<file path="src/rtl/simd_sequencer_pkg.sv">
`default_nettype none
// ============================================================================
// Module   : simd_sequencer_pkg
// Purpose  : Shared opcode encoding, sequencer FSM state type, counter width
//            and instruction field offset helpers for simd_sequencer.
// Ports    : none (package)
// Revision : 1.0 - initial release
// ============================================================================
package simd_sequencer_pkg;

  // Control opcodes; every other value is a vector op forwarded to the PEs.
  typedef enum logic [3:0] {
    OP_NOP     = 4'd0,
    OP_SETMASK = 4'd14,
    OP_HALT    = 4'd15
  } opcode_e;

  typedef enum logic [2:0] {
    S_IDLE,
    S_FETCH,
    S_DECODE,
    S_READ,
    S_EXEC,
    S_WRITE,
    S_FINISH
  } state_e;

  localparam int unsigned c_REP_WIDTH = 8;
  // Wide enough for the repeat count and for any supported latency.
  localparam int unsigned c_CNT_WIDTH = 8;

  // Instruction layout, LSB first: opcode | a_addr | b_addr | r_addr | rep
  localparam int unsigned c_OPC_LSB = 0;

  function automatic int unsigned f_a_lsb(input int unsigned opw);
    return opw;
  endfunction

  function automatic int unsigned f_b_lsb(input int unsigned opw, input int unsigned aw);
    return opw + aw;
  endfunction

  function automatic int unsigned f_r_lsb(input int unsigned opw, input int unsigned aw);
    return opw + 2 * aw;
  endfunction

  function automatic int unsigned f_rep_lsb(input int unsigned opw, input int unsigned aw);
    return opw + 3 * aw;
  endfunction

endpackage
`default_nettype wire

</file>
<file path="src/rtl/seq_counter.sv">
`default_nettype none
// ============================================================================
// Module   : seq_counter
// Purpose  : Loadable down-counter with zero flag, used for both the
//            vector repeat count and the fetch/read/exec latency phases.
// Ports    : clk, rst       - clock, sync active-high reset
//            load, load_val - load count (has priority over dec)
//            dec            - decrement by one, saturating at zero
//            zero           - count is zero
// Revision : 1.0 - initial release
// ============================================================================
module seq_counter
  import simd_sequencer_pkg::*;
#(
  parameter int unsigned WIDTH = c_CNT_WIDTH
) (
  input  logic             clk,
  input  logic             rst,
  input  logic             load,
  input  logic [WIDTH-1:0] load_val,
  input  logic             dec,
  output logic             zero
);

  localparam logic [WIDTH-1:0] c_ONE = {{(WIDTH-1){1'b0}}, 1'b1};

  logic [WIDTH-1:0] count_q;
  logic [WIDTH-1:0] count_d;

  always_comb begin
    count_d = count_q;
    if (load) begin
      count_d = load_val;
    end else if (dec && (count_q != '0)) begin
      count_d = count_q - c_ONE;
    end
  end

  always_ff @(posedge clk) begin
    if (rst) begin
      count_q <= '0;
    end else begin
      count_q <= count_d;
    end
  end

  assign zero = (count_q == '0);

endmodule
`default_nettype wire

</file>
<file path="src/rtl/simd_sequencer.sv">
`default_nettype none
// ============================================================================
// Module   : simd_sequencer
// Purpose  : Instruction sequencer for an external SIMD PE array. Fetches
//            instructions from an instruction BRAM, drives operand/result
//            BRAM addresses, PE opcode/valid and per-lane write mask.
// Ports    : clk, rst                 - clock, sync active-high reset
//            start, start_pc, abort   - program control
//            busy, done, err          - status
//            pc, ins_rdata            - instruction BRAM read port
//            a_addr, b_addr           - operand BRAM read addresses
//            r_addr, r_wen            - result BRAM write port
//            pe_op, pe_valid          - PE array control
//            lane_mask                - per-lane write enable
// Revision : 1.0 - initial release
// ============================================================================
module simd_sequencer
  import simd_sequencer_pkg::*;
#(
  parameter int unsigned PE_COUNT       = 8,
  parameter int unsigned ADDR_WIDTH     = 10,
  parameter int unsigned INS_ADDR_WIDTH = 8,
  parameter int unsigned INS_WIDTH      = 64,
  parameter int unsigned OPCODE_WIDTH   = 4,
  parameter int unsigned RD_LATENCY     = 2,
  parameter int unsigned PE_LATENCY     = 3
) (
  input  logic                      clk,
  input  logic                      rst,
  input  logic                      start,
  input  logic [INS_ADDR_WIDTH-1:0] start_pc,
  input  logic                      abort,
  output logic                      busy,
  output logic                      done,
  output logic                      err,
  output logic [INS_ADDR_WIDTH-1:0] pc,
  input  logic [INS_WIDTH-1:0]      ins_rdata,
  output logic [ADDR_WIDTH-1:0]     a_addr,
  output logic [ADDR_WIDTH-1:0]     b_addr,
  output logic [ADDR_WIDTH-1:0]     r_addr,
  output logic                      r_wen,
  output logic [OPCODE_WIDTH-1:0]   pe_op,
  output logic                      pe_valid,
  output logic [PE_COUNT-1:0]       lane_mask
);

  localparam int unsigned c_A_LSB   = f_a_lsb(OPCODE_WIDTH);
  localparam int unsigned c_B_LSB   = f_b_lsb(OPCODE_WIDTH, ADDR_WIDTH);
  localparam int unsigned c_R_LSB   = f_r_lsb(OPCODE_WIDTH, ADDR_WIDTH);
  localparam int unsigned c_REP_LSB = f_rep_lsb(OPCODE_WIDTH, ADDR_WIDTH);
  localparam int unsigned c_INS_TOP = c_REP_LSB + c_REP_WIDTH;

  // Latency phases count down to zero, so FETCH/EXEC load N-1 (N cycles).
  // READ loads RD_LATENCY so it lasts RD_LATENCY+1 cycles, the last of which
  // carries pe_valid once operand data has arrived.
  localparam logic [c_CNT_WIDTH-1:0] c_FETCH_LAT = c_CNT_WIDTH'(RD_LATENCY - 1);
  localparam logic [c_CNT_WIDTH-1:0] c_READ_LAT  = c_CNT_WIDTH'(RD_LATENCY);
  localparam logic [c_CNT_WIDTH-1:0] c_EXEC_LAT  = c_CNT_WIDTH'(PE_LATENCY - 1);

  localparam logic [INS_ADDR_WIDTH-1:0] c_PC_ONE   = {{(INS_ADDR_WIDTH-1){1'b0}}, 1'b1};
  localparam logic [ADDR_WIDTH-1:0]     c_ADDR_ONE = {{(ADDR_WIDTH-1){1'b0}}, 1'b1};

  state_e                    state_q, state_d;
  logic [INS_ADDR_WIDTH-1:0] pc_q, pc_d;
  logic [ADDR_WIDTH-1:0]     a_addr_q, a_addr_d;
  logic [ADDR_WIDTH-1:0]     b_addr_q, b_addr_d;
  logic [ADDR_WIDTH-1:0]     r_addr_q, r_addr_d;
  logic [OPCODE_WIDTH-1:0]   op_q, op_d;
  logic [PE_COUNT-1:0]       mask_q, mask_d;
  logic                      busy_q, busy_d;
  logic                      err_q, err_d;
  logic                      done_q, done_d;

  logic                      lat_load, lat_dec, lat_zero;
  logic [c_CNT_WIDTH-1:0]    lat_val;
  logic                      it_load, it_dec, it_zero;
  logic                      w_advance;
  logic                      w_pc_last;
  logic [OPCODE_WIDTH-1:0]   w_opcode;
  logic                      w_is_nop, w_is_setmask, w_is_halt;
  logic                      w_unused_ins;

  assign w_opcode     = ins_rdata[c_OPC_LSB +: OPCODE_WIDTH];
  assign w_is_nop     = (w_opcode == OPCODE_WIDTH'(OP_NOP));
  assign w_is_setmask = (w_opcode == OPCODE_WIDTH'(OP_SETMASK));
  assign w_is_halt    = (w_opcode == OPCODE_WIDTH'(OP_HALT));
  assign w_pc_last    = (pc_q == {INS_ADDR_WIDTH{1'b1}});
  assign w_unused_ins = ^ins_rdata[INS_WIDTH-1:c_INS_TOP];

  seq_counter #(.WIDTH(c_CNT_WIDTH)) u_lat_cnt (
    .clk      (clk),
    .rst      (rst),
    .load     (lat_load),
    .load_val (lat_val),
    .dec      (lat_dec),
    .zero     (lat_zero)
  );

  seq_counter #(.WIDTH(c_REP_WIDTH)) u_iter_cnt (
    .clk      (clk),
    .rst      (rst),
    .load     (it_load),
    .load_val (ins_rdata[c_REP_LSB +: c_REP_WIDTH]),
    .dec      (it_dec),
    .zero     (it_zero)
  );

  always_comb begin
    state_d   = state_q;
    pc_d      = pc_q;
    a_addr_d  = a_addr_q;
    b_addr_d  = b_addr_q;
    r_addr_d  = r_addr_q;
    op_d      = op_q;
    mask_d    = mask_q;
    busy_d    = busy_q;
    err_d     = err_q;
    done_d    = 1'b0;
    lat_load  = 1'b0;
    lat_val   = c_FETCH_LAT;
    lat_dec   = 1'b0;
    it_load   = 1'b0;
    it_dec    = 1'b0;
    w_advance = 1'b0;

    if (abort && (state_q != S_IDLE)) begin
      state_d = S_IDLE;
      busy_d  = 1'b0;
      err_d   = 1'b1;
      // FINISH already emits its own done pulse.
      done_d  = (state_q != S_FINISH);
    end else begin
      case (state_q)
        S_IDLE: begin
          if (start && !abort) begin
            pc_d     = start_pc;
            err_d    = 1'b0;
            busy_d   = 1'b1;
            state_d  = S_FETCH;
            lat_load = 1'b1;
            lat_val  = c_FETCH_LAT;
          end
        end
        S_FETCH: begin
          if (lat_zero) begin
            state_d = S_DECODE;
          end else begin
            lat_dec = 1'b1;
          end
        end
        S_DECODE: begin
          // ins_rdata is valid here; its fields are captured on this edge.
          if (w_is_halt) begin
            state_d = S_FINISH;
          end else if (w_is_nop || w_is_setmask) begin
            if (w_is_setmask) begin
              mask_d = ins_rdata[c_A_LSB +: PE_COUNT];
            end
            w_advance = 1'b1;
          end else begin
            op_d     = w_opcode;
            a_addr_d = ins_rdata[c_A_LSB +: ADDR_WIDTH];
            b_addr_d = ins_rdata[c_B_LSB +: ADDR_WIDTH];
            r_addr_d = ins_rdata[c_R_LSB +: ADDR_WIDTH];
            it_load  = 1'b1;
            lat_load = 1'b1;
            lat_val  = c_READ_LAT;
            state_d  = S_READ;
          end
        end
        S_READ: begin
          if (lat_zero) begin
            lat_load = 1'b1;
            lat_val  = c_EXEC_LAT;
            state_d  = S_EXEC;
          end else begin
            lat_dec = 1'b1;
          end
        end
        S_EXEC: begin
          if (lat_zero) begin
            state_d = S_WRITE;
          end else begin
            lat_dec = 1'b1;
          end
        end
        S_WRITE: begin
          if (!it_zero) begin
            it_dec   = 1'b1;
            a_addr_d = a_addr_q + c_ADDR_ONE;
            b_addr_d = b_addr_q + c_ADDR_ONE;
            r_addr_d = r_addr_q + c_ADDR_ONE;
            lat_load = 1'b1;
            lat_val  = c_READ_LAT;
            state_d  = S_READ;
          end else begin
            w_advance = 1'b1;
          end
        end
        S_FINISH: begin
          busy_d  = 1'b0;
          state_d = S_IDLE;
        end
        default: begin
          state_d = S_IDLE;
        end
      endcase

      // pc never wraps: running off the end of instruction memory is a fault.
      if (w_advance) begin
        if (w_pc_last) begin
          err_d   = 1'b1;
          state_d = S_FINISH;
        end else begin
          pc_d     = pc_q + c_PC_ONE;
          lat_load = 1'b1;
          lat_val  = c_FETCH_LAT;
          state_d  = S_FETCH;
        end
      end
    end
  end

  always_ff @(posedge clk) begin
    if (rst) begin
      state_q  <= S_IDLE;
      pc_q     <= '0;
      a_addr_q <= '0;
      b_addr_q <= '0;
      r_addr_q <= '0;
      op_q     <= '0;
      mask_q   <= '1;
      busy_q   <= 1'b0;
      err_q    <= 1'b0;
      done_q   <= 1'b0;
    end else begin
      state_q  <= state_d;
      pc_q     <= pc_d;
      a_addr_q <= a_addr_d;
      b_addr_q <= b_addr_d;
      r_addr_q <= r_addr_d;
      op_q     <= op_d;
      mask_q   <= mask_d;
      busy_q   <= busy_d;
      err_q    <= err_d;
      done_q   <= done_d;
    end
  end

  // Write and valid strobes are cancelled combinationally so an abort or
  // reset arriving in the same cycle never lets a result reach the BRAM.
  assign r_wen     = (state_q == S_WRITE) && !abort && !rst;
  assign pe_valid  = (state_q == S_READ) && lat_zero && !abort && !rst;
  assign done      = done_q || (state_q == S_FINISH);
  assign busy      = busy_q;
  assign err       = err_q;
  assign pc        = pc_q;
  assign a_addr    = a_addr_q;
  assign b_addr    = b_addr_q;
  assign r_addr    = r_addr_q;
  assign pe_op     = op_q;
  assign lane_mask = mask_q;

endmodule
`default_nettype wire

</file>
<file path="config.mk">
export PLATFORM = sky130hd
export DESIGN_NAME = simd_sequencer
export DESIGN_NICKNAME = d
export VERILOG_FILES = /design/src/rtl/simd_sequencer_pkg.sv /design/src/rtl/seq_counter.sv /design/src/rtl/simd_sequencer.sv
export SDC_FILE = /design/constraint.sdc
export NUM_CORES = 1
export LEC_CHECK = 0
export ABC_AREA = 1
export CAP_MARGIN = 20
export CORE_ASPECT_RATIO = 1.25
export CORE_MARGIN = 1.5
export CORE_UTILIZATION = 42
export DETAILED_ROUTE_END_ITERATION = 7
export PLACE_DENSITY = 0.84
export SLEW_MARGIN = 20
export SYNTH_ARGS = -nofsm -noshare
export SYNTH_HDL_FRONTEND = slang
export SYNTH_SLANG_ARGS = --single-unit
</file>
<file path="constraint.sdc">
create_clock -name clk -period 3.85 [get_ports clk]
set_input_delay 0.9625 -clock clk [delete_from_list [all_inputs] [get_ports clk]]
set_output_delay 0.9625 -clock clk [all_outputs]
set_load 0.01 [all_outputs]
</file>
* Yosys cells after proc, flatten, opt, wreduce, memory -nomap -nowiden
Cells that the tools add are included.
** Cells by class
- Add/subtract/negate cells :: 6
- Multiplexer cells :: 66
- Magnitude comparators :: 0
- Div/mod/pow operators :: 0
- $mul :: 0
- Shift-type cells :: 0
- Reduce and logical (&&, ||, !) cells :: 32
- Equality and inequality tests :: 20
- Bitwise operators :: 3
** Operator list (number)
- $mux 10 :: 9
- $mux 8 :: 11
- $pmux 10 s2 :: 3
- $add 10x1->10 const B :: 3
- $mux 3 :: 9
- $mux 1 :: 25
- $pmux 3 s6 :: 1
- $logic_not 8->1 :: 2
- $reduce_bool 8->1 :: 2
- $sub 8x1->8 const B :: 2
- $ne 3x3->1 const B :: 4
- $reduce_and 5->1 :: 2
- $eq 3x3->1 const B :: 3
- $logic_and 1x1->1 :: 9
- $add 8x1->8 const B :: 1
- $eq 4x4->1 const B :: 2
- $eq 8x8->1 const B :: 1
- $mux 2 :: 4
- $ne 2x2->1 const B :: 4
- $reduce_bool 2->1 :: 4
- $eq 3x2->1 const B :: 2
- $ne 3x2->1 const B :: 2
- $pmux 2 s3 :: 1
- $reduce_and 6->1 :: 1
- other kinds (14) :: 20
** Word-level totals
- Memories kept :: 0
- Flip-flop bits (word level) :: 72
- Input bits :: 76
- Memory bits (writable) :: 0
- Latch bits :: 0
- Output and inout bits :: 55
- ROM bits :: 0

* Longest topological paths before layout
- Depth after elaboration :: 9
- Mapped depth :: 13
- Mapped depth without buffers :: 13

* Hierarchy
A second synthesis with hierarchy kept.
** Unflattened totals
- Cells, all modules :: 784
- Area, all modules :: 4795.8 µm²
** Modules (own cells, without submodules)
- simd_sequencer :: seq. area each 1121.1 µm², cells an instance 576, area each 3594.7 µm², times used 1
- seq_counter :: seq. area each 160.2 µm², cells an instance 104, area each 600.6 µm², times used 2

* Worst setup path before layout
OpenSTA, ideal clock, no wires.
- Kind :: input to output
- From :: in rst
- To :: out pe_valid
- Arrival :: 1629 ps
- Required time :: 2888 ps
- Buffers on the path :: 2
- Stages on the path :: 3
- Path slack :: 1259 ps
- Cells stage by stage :: clkbuf_1 clkbuf_1 nor3_1
** Between the ends
- Word-level cells in the longest chain between the ends :: 2
** Ends and longest elaborated chain
- start, declared :: line simd_sequencer.sv:29 : input logic rst,
- $logic_not 1->1 :: line simd_sequencer.sv:253 : assign pe_valid = (state_q == S_READ) && lat_zero && !abort && !rst;
- $logic_and 1x1->1 :: line simd_sequencer.sv:253
- end, declared :: line simd_sequencer.sv:43 : output logic pe_valid,
No other way between the ends.

* Worst setup path in the final report
- From :: in abort
- To :: out pe_valid
** Between the ends
- Word-level cells in the longest chain between the ends :: 3
** Ends and longest elaborated chain
- start, declared :: line simd_sequencer.sv:32 : input logic abort,
- $logic_not 1->1 :: line simd_sequencer.sv:253
- $logic_and 1x1->1 (2 in series) :: line simd_sequencer.sv:253
No other way between the ends.

==> metrics.md <==
| Metric | Value |
|---|---|
| Status | `finished, final reports clean` |
| Worst reg2reg path depth | `8` |
| Detail Route Antenna Nets | `0` |
| Final setup vio count | `0` |
| Routability Congestion | `0.962` |
| Final Hold Viols | `0` |
| Die Height | `114 um` |
| Largest net degree at the start of global routing | `47` |
| Top cells by area, synth | `dfxtp_1 (35%), nand2_1 (12%), o21ai_0 (7.0%), nor2_1 (6.4%), nand3_1 (5.9%)` |
| Fin cells | `851` |
| Area leader, netlist | `dfxtp_1` |
| Max-Cap Viols | `0` |
| RR Startpoint | `state_q[2]` |
| Syn. warnings | `0` |
| Most frequent CP cell | `clkdlybuf4s50_1` |
| Hold_buf cts | `0` |
| Commonest cells after routing, fill and taps aside | `nand2_1 (132), clkdlybuf4s50_1 (108), dfxtp_1 (72)` |
| Residual DRC count | `0` |
| Nets | `804` |
| Setup_tns | `0 ns` |
| Worst EP arrival | `2.48 ns` |
| Clk pin slew, worst setup/hold paths | `approximately 0.050 ns` |
| Post-synth cell types | `35` |
| Setup CP Type | `in -> out` |
| Cts repair resizes | `0` |
| CTS tree | `done` |
| Pre-Repair DR Iteration Count | `4` |
| Async SR Flop Fraction | `0%` |
| TritonCTS buffer count | `9` |
| Hold_sp | `lane_mask[4]` |
| Area delta synth->final | `35.8%` |
| Layout cells sized above 1 | `just over 6%` |
| Leak | `around 0.0022 uW` |
| Grt ovf | `0` |
| Clk root buf | `clkbuf_16` |
| Maximum vdd ir drop | `about 300 uV` |
| Total core area | `roughly 9600 sq um` |
| Max Fclk | `~290 MHz` |
| Total track usage | `about a quarter` |
| Hpwl dp | `~8.5 mm` |
| Worst reg2reg setup slack | `1.58 ns` |
| Worst setup EP type | `output pin` |
| Die area | `10500 sq um` |
| Share of the synthesized area in the top cell type | `about a third` |
| Worst hold path type | `reg -> reg` |
| RSZ-0062 raised after global routing | `no` |
| Final min period | `3.44 ns` |
| Initial DRC count | `between 200 and 300` |
| CP peak stage delay | `approximately 0.60 ns` |
| Post-synth top flop | `dfxtp_1` |
| Clock latency on the worst-skew pair | `about 0.34 ns` |
| Dpl cells | `approximately 840` |
| Hold Path Depth | `2` |
| First-pass GRT wire length | `between 15 and 20 mm` |
| Row Count | `40` |
| Sequence of cells on the critical path | `clkdlybuf4s50_1, nor3_1, clkdlybuf4s50_1` |
| Worst EP required | `around 2.9 ns` |
| Post-synth EDFFs | `0` |
| DR WL/cell | `between 10 and 15 um` |
| R2r endpoint | `b_addr[4]` |
| Final clock skew | `around 0.0064 ns` |
| Initial core utilization | `43.1%` |
| PortBufs | `about 110` |
| Via count of the first global-routing pass | `around 4.3k` |
| Slowest stage cell, crit path | `clkdlybuf4s50_1` |
| Clock sink total | `72` |
| Crit share post-route | `89.3%` |
| Slew @ Worst Pin | `between 0.6 and 0.7 ns` |
| # IOs | `~130` |
| Power Density | `about 550 nW/um^2` |
| Mapped Area | `~4100 sq um` |
| Rel. slew slack | `a little under three fifths` |
| Via/cell ratio | `roughly 5.4` |
| Syn_nets | `between 700 and 800` |
| Max-slew violations | `0` |
| Diodes inserted | `0` |
| Fraction of the yosys area taken by sequential cells | `34.8%` |
| Syn avg cell area | `~6.7 sq um` |
| Post-Synthesis Cells | `between 600 and 700` |
| Total routed wirelength | `~12 mm` |
| Commonest non-fill, non-tap cell in the layout | `nand2_1` |
| Crit Path Max Fanout | `5` |
| Htree depth | `3` |
| Vias | `around 4.6k` |
| Max clock buf depth | `2` |
| Post-CTS Setup Bufs | `0` |
| Initial antenna violation count | `0` |
| Fillers | `approximately 860` |
| DIE WIDTH | `between 90 and 100 um` |
| Worst hold path endpoint | `lane_mask[4]` |
| Yosys reg bits | `72` |
| CP startpoint kind | `primary input` |
-- layout make-up --
type	count	area, sq um	area share (%)
Tap cell	126	158	2.80
Multi-Input combinational cell	470	2370	42.2
Clock buffer	13	250	4.44
Clock inverter	3	65.1	1.16
Timing Repair Buffer	115	1150	20.4
Inverter	52	196	3.49
Sequential cell	72	1440	25.6
-- synthesized netlist by cell type, types with 3 or more instances --
library cell	count
nand2_1	132
dfxtp_1	72
nor2_1	71
o21ai_0	58
inv_1	49
nand3_1	49
a21oi_1	44
nand4_1	18
a31oi_1	13
clkbuf_1	11
xor2_1	11
nor3_1	10
ha_1	8
or2_2	8
buf_2	7
buf_4	7
o211ai_1	7
nand2_2	6
o21bai_1	6
o21ai_1	5
o22ai_1	5
a211oi_1	3
nor2_2	3
o21a_1	3
-- state kept, by name, indices dropped and copies added (netlist names) --
register,count
lane_mask,8
done_q,1
r_addr,10
pc,8
b_addr,10
busy,1
a_addr,10
state_q,3
pe_op,4
err,1
u_iter_cnt.count_q,8
u_lat_cnt.count_q,8
-- routing by layer --
layer	vias to the layer above	routed length (um)	track usage, %
li1	2291	-	-
met1	2109	4850	26.0
met2	175	5920	42.4
met3	19	907	4.91
met4	0	247	9.85
met5	-	0	0
-- power by group --
group	switching, uW	internal [uW]
clock	311	584
sequential	145	884
combinational	646	500
-- worst max-delay path: cells and delay by family --
family | cells | cell delay (ns)
buffers and inverters | 2 | 1.16
AND/OR/NAND/NOR | 1 | 0.35
-- worst max-delay path by stage --
stage	startpoint	end	slack (ns)
floorplan	rst	pe_valid	1.26
global placement	abort	r_wen	0.42
detailed placement	abort	pe_valid	0.40
CTS	abort	pe_valid	0.40
global route	abort	r_wen	0.33
finish	abort	pe_valid	0.41
-- cell families after synthesis --
| kind of cell | synth area share (%) |
|---|---|
| AND/OR/NAND/NOR | 31.4 |
| AO/OA/AOI/OAI | 20.5 |
| buffers and inverters | 8.21 |
| flip-flops | 34.8 |
| XOR/XNOR | 2.75 |
| adder cells (fa/ha/maj) | 2.41 |
-- stage by stage --
stage	hold WS (ns)	setup slack (ns)	total power (uW)	utilization, %	cell area, sq um
after floorplan	0.454	1.26	1770	-	4150
after global placement	0.449	0.420	2120	55.2	5310
after detailed placement	0.452	0.398	2170	55.2	5310
after CTS	0.464	0.396	3070	58.5	5620
after global routing	0.491	0.328	3290	58.6	5630
final	0.460	0.411	3070	58.6	5630
No activity file was read; power rests on OpenSTA's default activity.
